--- src/rtl/kbd_mouse_bridge.sv ---
// kbd_mouse_bridge: brings user_io keyboard/mouse events into the clk domain.
// Keycodes are queued in a small circular FIFO that the consumer drains with a
// valid/ack handshake. Mouse deltas are accumulated into free-running 8-bit
// position counters that wrap modulo 256.
module kbd_mouse_bridge #(
    parameter int FIFO_DEPTH = 8
) (
    input  logic       clk,
    input  logic       _rst,
    input  logic [7:0] kbd_mouse_data,
    input  logic [1:0] kbd_mouse_type,
    input  logic       kbd_mouse_strobe,
    input  logic [2:0] mouse_buttons,
    input  logic       kbd_ack,
    input  logic       ovf_clr,
    output logic [7:0] kbd_data,
    output logic       kbd_valid,
    output logic [7:0] mouse_x,
    output logic [7:0] mouse_y,
    output logic [2:0] mouse_btn,
    output logic       fifo_full,
    output logic       kbd_ovf
);

    localparam int AW = $clog2(FIFO_DEPTH);

    localparam logic [1:0] TYPE_MOUSE_X = 2'b00;
    localparam logic [1:0] TYPE_MOUSE_Y = 2'b01;
    localparam logic [1:0] TYPE_KEYCODE = 2'b10;

    localparam logic [AW:0] PTR_ONE = {{AW{1'b0}}, 1'b1};

    logic          strb_meta_r;
    logic          strb_sync_r;
    logic          strb_prev_r;
    logic          primed_r;
    logic [1:0]    prime_cnt_r;
    logic [2:0]    btn_meta_r;
    logic [2:0]    mouse_btn_r;
    logic [7:0]    mouse_x_r;
    logic [7:0]    mouse_y_r;
    logic [7:0]    kbd_data_r;
    logic          kbd_valid_r;
    logic          fifo_full_r;
    logic          kbd_ovf_r;
    logic [7:0]    mem_r [FIFO_DEPTH];
    logic [AW:0]   wr_ptr_r;
    logic [AW:0]   rd_ptr_r;

    logic          evt_s;
    logic          push_req_s;
    logic          push_s;
    logic          pop_s;
    logic          ovf_set_s;
    logic [AW:0]   wr_ptr_nx_s;
    logic [AW:0]   rd_ptr_nx_s;
    logic          empty_nx_s;
    logic          full_nx_s;
    logic [7:0]    head_nx_s;

    assign kbd_data  = kbd_data_r;
    assign kbd_valid = kbd_valid_r;
    assign mouse_x   = mouse_x_r;
    assign mouse_y   = mouse_y_r;
    assign mouse_btn = mouse_btn_r;
    assign fifo_full = fifo_full_r;
    assign kbd_ovf   = kbd_ovf_r;

    // Strobe synchronizer, edge-detect history, and post-reset priming counter.
    always_ff @(posedge clk or negedge _rst) begin
        if (!_rst) begin
            strb_meta_r <= 1'b0;
            strb_sync_r <= 1'b0;
            strb_prev_r <= 1'b0;
            prime_cnt_r <= 2'd0;
            primed_r    <= 1'b0;
        end else begin
            strb_meta_r <= kbd_mouse_strobe;
            strb_sync_r <= strb_meta_r;
            strb_prev_r <= strb_sync_r;
            if (!primed_r) begin
                prime_cnt_r <= prime_cnt_r + 2'd1;
                primed_r    <= (prime_cnt_r == 2'd2);
            end
        end
    end

    // Button synchronizer, two flops per bit.
    always_ff @(posedge clk or negedge _rst) begin
        if (!_rst) begin
            btn_meta_r  <= 3'b000;
            mouse_btn_r <= 3'b000;
        end else begin
            btn_meta_r  <= mouse_buttons;
            mouse_btn_r <= btn_meta_r;
        end
    end

    // Event decode, FIFO push/pop arbitration and next-state of the queue flags.
    always_comb begin
        evt_s       = strb_sync_r & ~strb_prev_r & primed_r;
        push_req_s  = evt_s & (kbd_mouse_type == TYPE_KEYCODE);
        pop_s       = kbd_valid_r & kbd_ack;
        push_s      = push_req_s & (~fifo_full_r | pop_s);
        ovf_set_s   = push_req_s & fifo_full_r & ~pop_s;
        wr_ptr_nx_s = push_s ? (wr_ptr_r + PTR_ONE) : wr_ptr_r;
        rd_ptr_nx_s = pop_s  ? (rd_ptr_r + PTR_ONE) : rd_ptr_r;
        empty_nx_s  = (wr_ptr_nx_s == rd_ptr_nx_s);
        full_nx_s   = (wr_ptr_nx_s[AW-1:0] == rd_ptr_nx_s[AW-1:0]) &&
                      (wr_ptr_nx_s[AW] != rd_ptr_nx_s[AW]);
        // The entry being written this cycle is not in mem_r yet, so forward it
        // when it becomes the head.
        if (empty_nx_s) begin
            head_nx_s = 8'h00;
        end else if (push_s && (rd_ptr_nx_s[AW-1:0] == wr_ptr_r[AW-1:0])) begin
            head_nx_s = kbd_mouse_data;
        end else begin
            head_nx_s = mem_r[rd_ptr_nx_s[AW-1:0]];
        end
    end

    // FIFO storage; contents are don't-care until written, so no reset.
    always_ff @(posedge clk) begin
        if (push_s) begin
            mem_r[wr_ptr_r[AW-1:0]] <= kbd_mouse_data;
        end
    end

    // FIFO pointers, registered head/flags and the sticky overflow flag.
    always_ff @(posedge clk or negedge _rst) begin
        if (!_rst) begin
            wr_ptr_r    <= '0;
            rd_ptr_r    <= '0;
            kbd_data_r  <= 8'h00;
            kbd_valid_r <= 1'b0;
            fifo_full_r <= 1'b0;
            kbd_ovf_r   <= 1'b0;
        end else begin
            wr_ptr_r    <= wr_ptr_nx_s;
            rd_ptr_r    <= rd_ptr_nx_s;
            kbd_data_r  <= head_nx_s;
            kbd_valid_r <= ~empty_nx_s;
            fifo_full_r <= full_nx_s;
            kbd_ovf_r   <= ovf_set_s | (kbd_ovf_r & ~ovf_clr);
        end
    end

    // Mouse position counters; 8-bit add wraps and treats data as two's complement.
    always_ff @(posedge clk or negedge _rst) begin
        if (!_rst) begin
            mouse_x_r <= 8'h00;
            mouse_y_r <= 8'h00;
        end else if (evt_s) begin
            case (kbd_mouse_type)
                TYPE_MOUSE_X: mouse_x_r <= mouse_x_r + kbd_mouse_data;
                TYPE_MOUSE_Y: mouse_y_r <= mouse_y_r + kbd_mouse_data;
                default: begin
                    mouse_x_r <= mouse_x_r;
                    mouse_y_r <= mouse_y_r;
                end
            endcase
        end
    end

endmodule

--- config.mk ---
export PLATFORM = sky130hd
export DESIGN_NAME = kbd_mouse_bridge
export DESIGN_NICKNAME = d
export VERILOG_FILES = /design/src/rtl/kbd_mouse_bridge.sv
export SDC_FILE = /design/constraint.sdc
export NUM_CORES = 1
export LEC_CHECK = 0
export CAP_MARGIN = 20
export CELL_PAD_IN_SITES_DETAIL_PLACEMENT = 1
export CELL_PAD_IN_SITES_GLOBAL_PLACEMENT = 1
export CORE_ASPECT_RATIO = 0.6
export CORE_MARGIN = 4
export CORE_UTILIZATION = 43
export DETAILED_ROUTE_END_ITERATION = 16
export PLACE_DENSITY = 0.8
export SETUP_SLACK_MARGIN = 0.1
export SKIP_LAST_GASP = 1
export SYNTH_ARGS = -nofsm -noshare
export SYNTH_HDL_FRONTEND = slang
export SYNTH_SLANG_ARGS = --single-unit
--- constraint.sdc ---
create_clock -name clk -period 2.5 [get_ports clk]
set_input_delay 0.5 -clock clk [delete_from_list [all_inputs] [get_ports clk]]
set_output_delay 0.5 -clock clk [all_outputs]
set_load 0.02 [all_outputs]
==> summary.md, run 1 <==
| Metric | Value |
|---|---|
| Hold violation count in the final report | 0 |
| Flip-flop and latch area | 3098 µm² |
| Startpoint class of the critical path | input port |
| First-pass detailed-route iteration total | 4 |
| Clock root buffer | sky130_fd_sc_hd__clkbuf_16 |
| Vias per std cell | 5.373 |
| Worst slew margin relative to its limit | 65.47% |
| Buffer levels on the longest clock path | 2 |
| Total Die Area | 13,100 µm² |
| Count of synthesis-stage warnings from yosys | 0 |
| Worst slack on hold paths | 0.06137 ns |
| Outcome | finished, final reports clean |
| Synth Flop Type | sky130_fd_sc_hd__edfxtp_1 |
| Met3 wire len | 671 µm |
| PwrDens | 1190 nW/µm² |
| Part of the total power dissipated in sequential elements | 34.8% |
| Async set-reset flop share out of synthesis | 42.34% |
| Worst slack at placement | -0.3056 ns |
| Slowest stage cell on the critical path | sky130_fd_sc_hd__clkdlybuf4s50_1 |
| Max IR drop VDD | 0.0006114 V |
| Post-synthesis net count | 359 |
| Post-cts hold buffer count | 0 |
| Clk sinks | 111 |
| Post-Layout Inst Area | 6155 µm² |
| Area of the multi-input gates | 1718 µm² |
| Maximum net fanout on the critical path | 5 |
| Share of the yosys chip area belonging to registers | 63.88% |
| WL per Instance | 21.39 µm |
| CTS H-tree lvls | 3 |
| Worst Path Arrival | 2.59 ns |
| Design internal power | 0.004660 W |
| Number of distinct library cells after synthesis | 50 |
| Crit end category | flip-flop |
| Maximum number of pins on one net before global-route repair | 21 |
| Flip-flop and latch count after synthesis | 111 |
| Number of synthesized flops with an enable pin | 64 |
| Highest achievable clock rate | 433.5 MHz |
| Clock latency on the worst-skew pair | 0.35 ns |
| Number of nets at the end of the flow | 456 |
| Residual DRC count | 0 |
| Utilization after layout | 57.11% |
| Slew at the pin with the worst max-slew slack | 0.5163 ns |
| Synth Cell Area | 4850 µm² |
| Placed wire-length estimate | 8626 µm |
| Ordered list of cells on the worst path | clkdlybuf4s50_1 -> or2b_1 -> a211o_4 -> nor3_4 -> xor3_2 -> nand3_2 -> o211a_1 |
| Post-Place Cell Area | 5784 µm² |
| Final critical-path share of the clock period | 92.27% |
| Switching portion of total power | 36.40% |
| CORE AREA | 10,780 µm² |
| Share of cells above drive strength 1 | 26.18% |
| WL final | 12,040 µm |
| Path class of the lowest-slack min-delay path | in -> async |
| Setup Skew | 0.008124 ns |
| Psw | 0.002666 W |
| Effective utilization at floorplan | 45.00% |
| Synthesis-to-finish area growth | 26.91% |
| Cells after Synth | 322 |
| CTS tree | yes |
| Count of inserted antenna diode cells | 0 |
| Mean area per synthesized cell | 15.06 µm² |
| Vias | 3,025 |
| Wire length on met1 | 5729 µm |
| Number of antenna violations at the first check in global routing | 1 |
| Gpl congestion | 0.8212 |
| Leakage component of the power | 2.477 nW |
| Critical path type | in -> reg |
| Top-level port count | 48 |
| Number of buffers inserted during clock tree synthesis | 9 |
| Part of the power in combinational logic | 46.5% |
| Power share of the clock group | 18.7% |
| Reg clk slew, reported paths | 0.07 ns |
| Vias in the first global route | 3,415 |
| Port Buffers | 47 |
| Largest incremental delay on the critical path | 0.48 ns |
| Setup violation total in the final timing report | 0 |
| Slew Limit Fails | 0 |
| Count of filler cells inserted in the layout | 1,055 |
| First-pass GRT wire length | 19,660 µm |
| Row cnt | 29 |
| Uppermost layer routed | met4 |
| Overall Global Routing Usage | 19.58% |
| Routed wire length on met2 | 5521 µm |
| Die span in x | 145.1 µm |
| Least setup slack across all paths after layout | 0.1932 ns |
| Overall overflow remaining after global route | 0 |
| Total of max-cap violations | 0 |
| Number of violations reported at the end of detailed-routing iteration 0 | 128 |
| RSZ-0062 raised after global routing | true |
| Chip Height | 90.26 µm |
| Data required time of the critical path | 2.78 ns |
| Post-route ant nets | 0 |
| Final Critical Period | 2.307 ns |
power by group through the flow:
stage / Combinational (W) / Clock, W / Sequential [W]
2_1_floorplan: 0.00188 / 0 / 0.00269
3_3_place_gp: 0.00310 / 0 / 0.00254
3_5_place_dp: 0.00324 / 0 / 0.00257
4_1_cts: 0.00338 / 0.00140 / 0.00254
5_1_grt: 0.00370 / 0.00150 / 0.00259
6_report: 0.00341 / 0.00137 / 0.00255
registers in the layout (all words and copies together), names as in the netlist, 2 cells and up:
name / flops
rd_ptr_r: 4
mouse_x: 8
wr_ptr_r: 4
prime_cnt_r: 2
btn_meta_r: 3
kbd_data: 8
mem_r: 64
mouse_y: 8
mouse_btn: 3
path summary, 6_finish.rpt:
check	startpoint	endpoint	slack [ns]	depth (start not counted)
worst max-delay path	kbd_mouse_type[1]	kbd_data[2]	0.19	7
worst min register to register	btn_meta_r[2]	mouse_btn[2]	0.35	0
worst min-delay path	_rst	mouse_y[1]	0.06	1
max in group asynchronous	_rst	wr_ptr_r[3]	1.80	2
min in group clk	btn_meta_r[2]	mouse_btn[2]	0.35	0
worst max register to register	rd_ptr_r[0]	kbd_data[2]	0.37	5
placed cells by master, fill, tap and decap left out, drive strengths merged, types with 7 or more instances in the layout:
cell type,synthesis,routed
nand2,39,39
o21ai,13,13
buf,6,49
nand3,11,12
ha,17,17
xor2,9,9
nor3,9,9
xnor2,11,11
clkbuf,4,10
edfxtp,64,64
dfrtp,47,47
o211a,8,8
nor2,9,9
clkdlybuf4s50,0,45
mux4,16,16
inv,11,12
a21oi,7,7
cell type report:
class	instances	share of cell area, %
sequential	111	50.34
inverter	12	0.7319
clock inverter	6	0.7319
tap	139	2.826
timing repair buffer	95	13.58
multi-input combinational	190	27.91
clock buffer	10	3.883
worst max-delay path: cells and delay by family:
| kind | cells | cell delay [ns] |
|---|---|---|
| buffers and inverters | 1 | 0.48 |
| and+or+nand+nor | 3 | 0.68 |
| xor gates and xnor gates | 1 | 0.42 |
| AOI/OAI and AO/OA | 2 | 0.50 |
metrics by stage:
step	TNS (ns)	total power, W	std cells
3_3_place_gp	-2.525	0.005646	545
6_report	0	0.007326	563
3_5_place_dp	-5.307	0.005812	545
4_1_cts	0	0.007327	562
5_1_grt	0	0.007787	563
2_1_floorplan	0	0.004571	322
Yosys cell counts, types with 4 or more instances:
cell,instances,area [µm²]
sky130_fd_sc_hd__inv_1,10,37.54
sky130_fd_sc_hd__nor3_1,8,40.04
sky130_fd_sc_hd__o211a_1,8,80.08
sky130_fd_sc_hd__xnor2_1,10,87.58
sky130_fd_sc_hd__nand2_1,38,142.6
sky130_fd_sc_hd__buf_6,4,45.04
sky130_fd_sc_hd__dfrtp_1,47,1176
sky130_fd_sc_hd__xor2_1,9,78.83
sky130_fd_sc_hd__a21oi_1,7,35.03
sky130_fd_sc_hd__nand3_1,10,50.05
sky130_fd_sc_hd__o21ai_0,13,65.06
sky130_fd_sc_hd__ha_1,17,212.7
sky130_fd_sc_hd__mux4_2,16,360.4
sky130_fd_sc_hd__nor2_1,9,33.78
sky130_fd_sc_hd__edfxtp_1,64,1922
what timing repair did:
item,4_1_cts,5_1_grt
cloned,1,0
buffers inserted,0,1
gates resized for setup,4,15
pin swaps,2,5
setup endpoints to repair,10,25
per-layer routing:
| metal | vias to the layer above | track usage (%) |
|---|---|---|
| met5 | - | 0 |
| met4 | 0 | 5.055 |
| met3 | 11 | 5.216 |
| met2 | 77 | 29.72 |
| met1 | 1547 | 28.25 |
| li1 | 1390 | - |
logic make-up after synthesis:
logic type,after synthesis,share of synthesized area [%]
DFF,111,63.88
and+or+nand+nor,84,8.669
muxes,21,8.540
AOI/OAI and AO/OA,42,6.140
buffers and inverters,22,2.373
xor gates and xnor gates,23,5.186
adders and majority gates,19,5.212
Note: power is estimated with default switching activity, not from simulation.
==> run 2: changes to the inputs <==
Settings changed: CTS_CLUSTER_DIAMETER from default to 200, SLEW_MARGIN from default to 30.
==> results of run 2 <==
The final DEF is identical to that of run 1; final timing and power are the same.
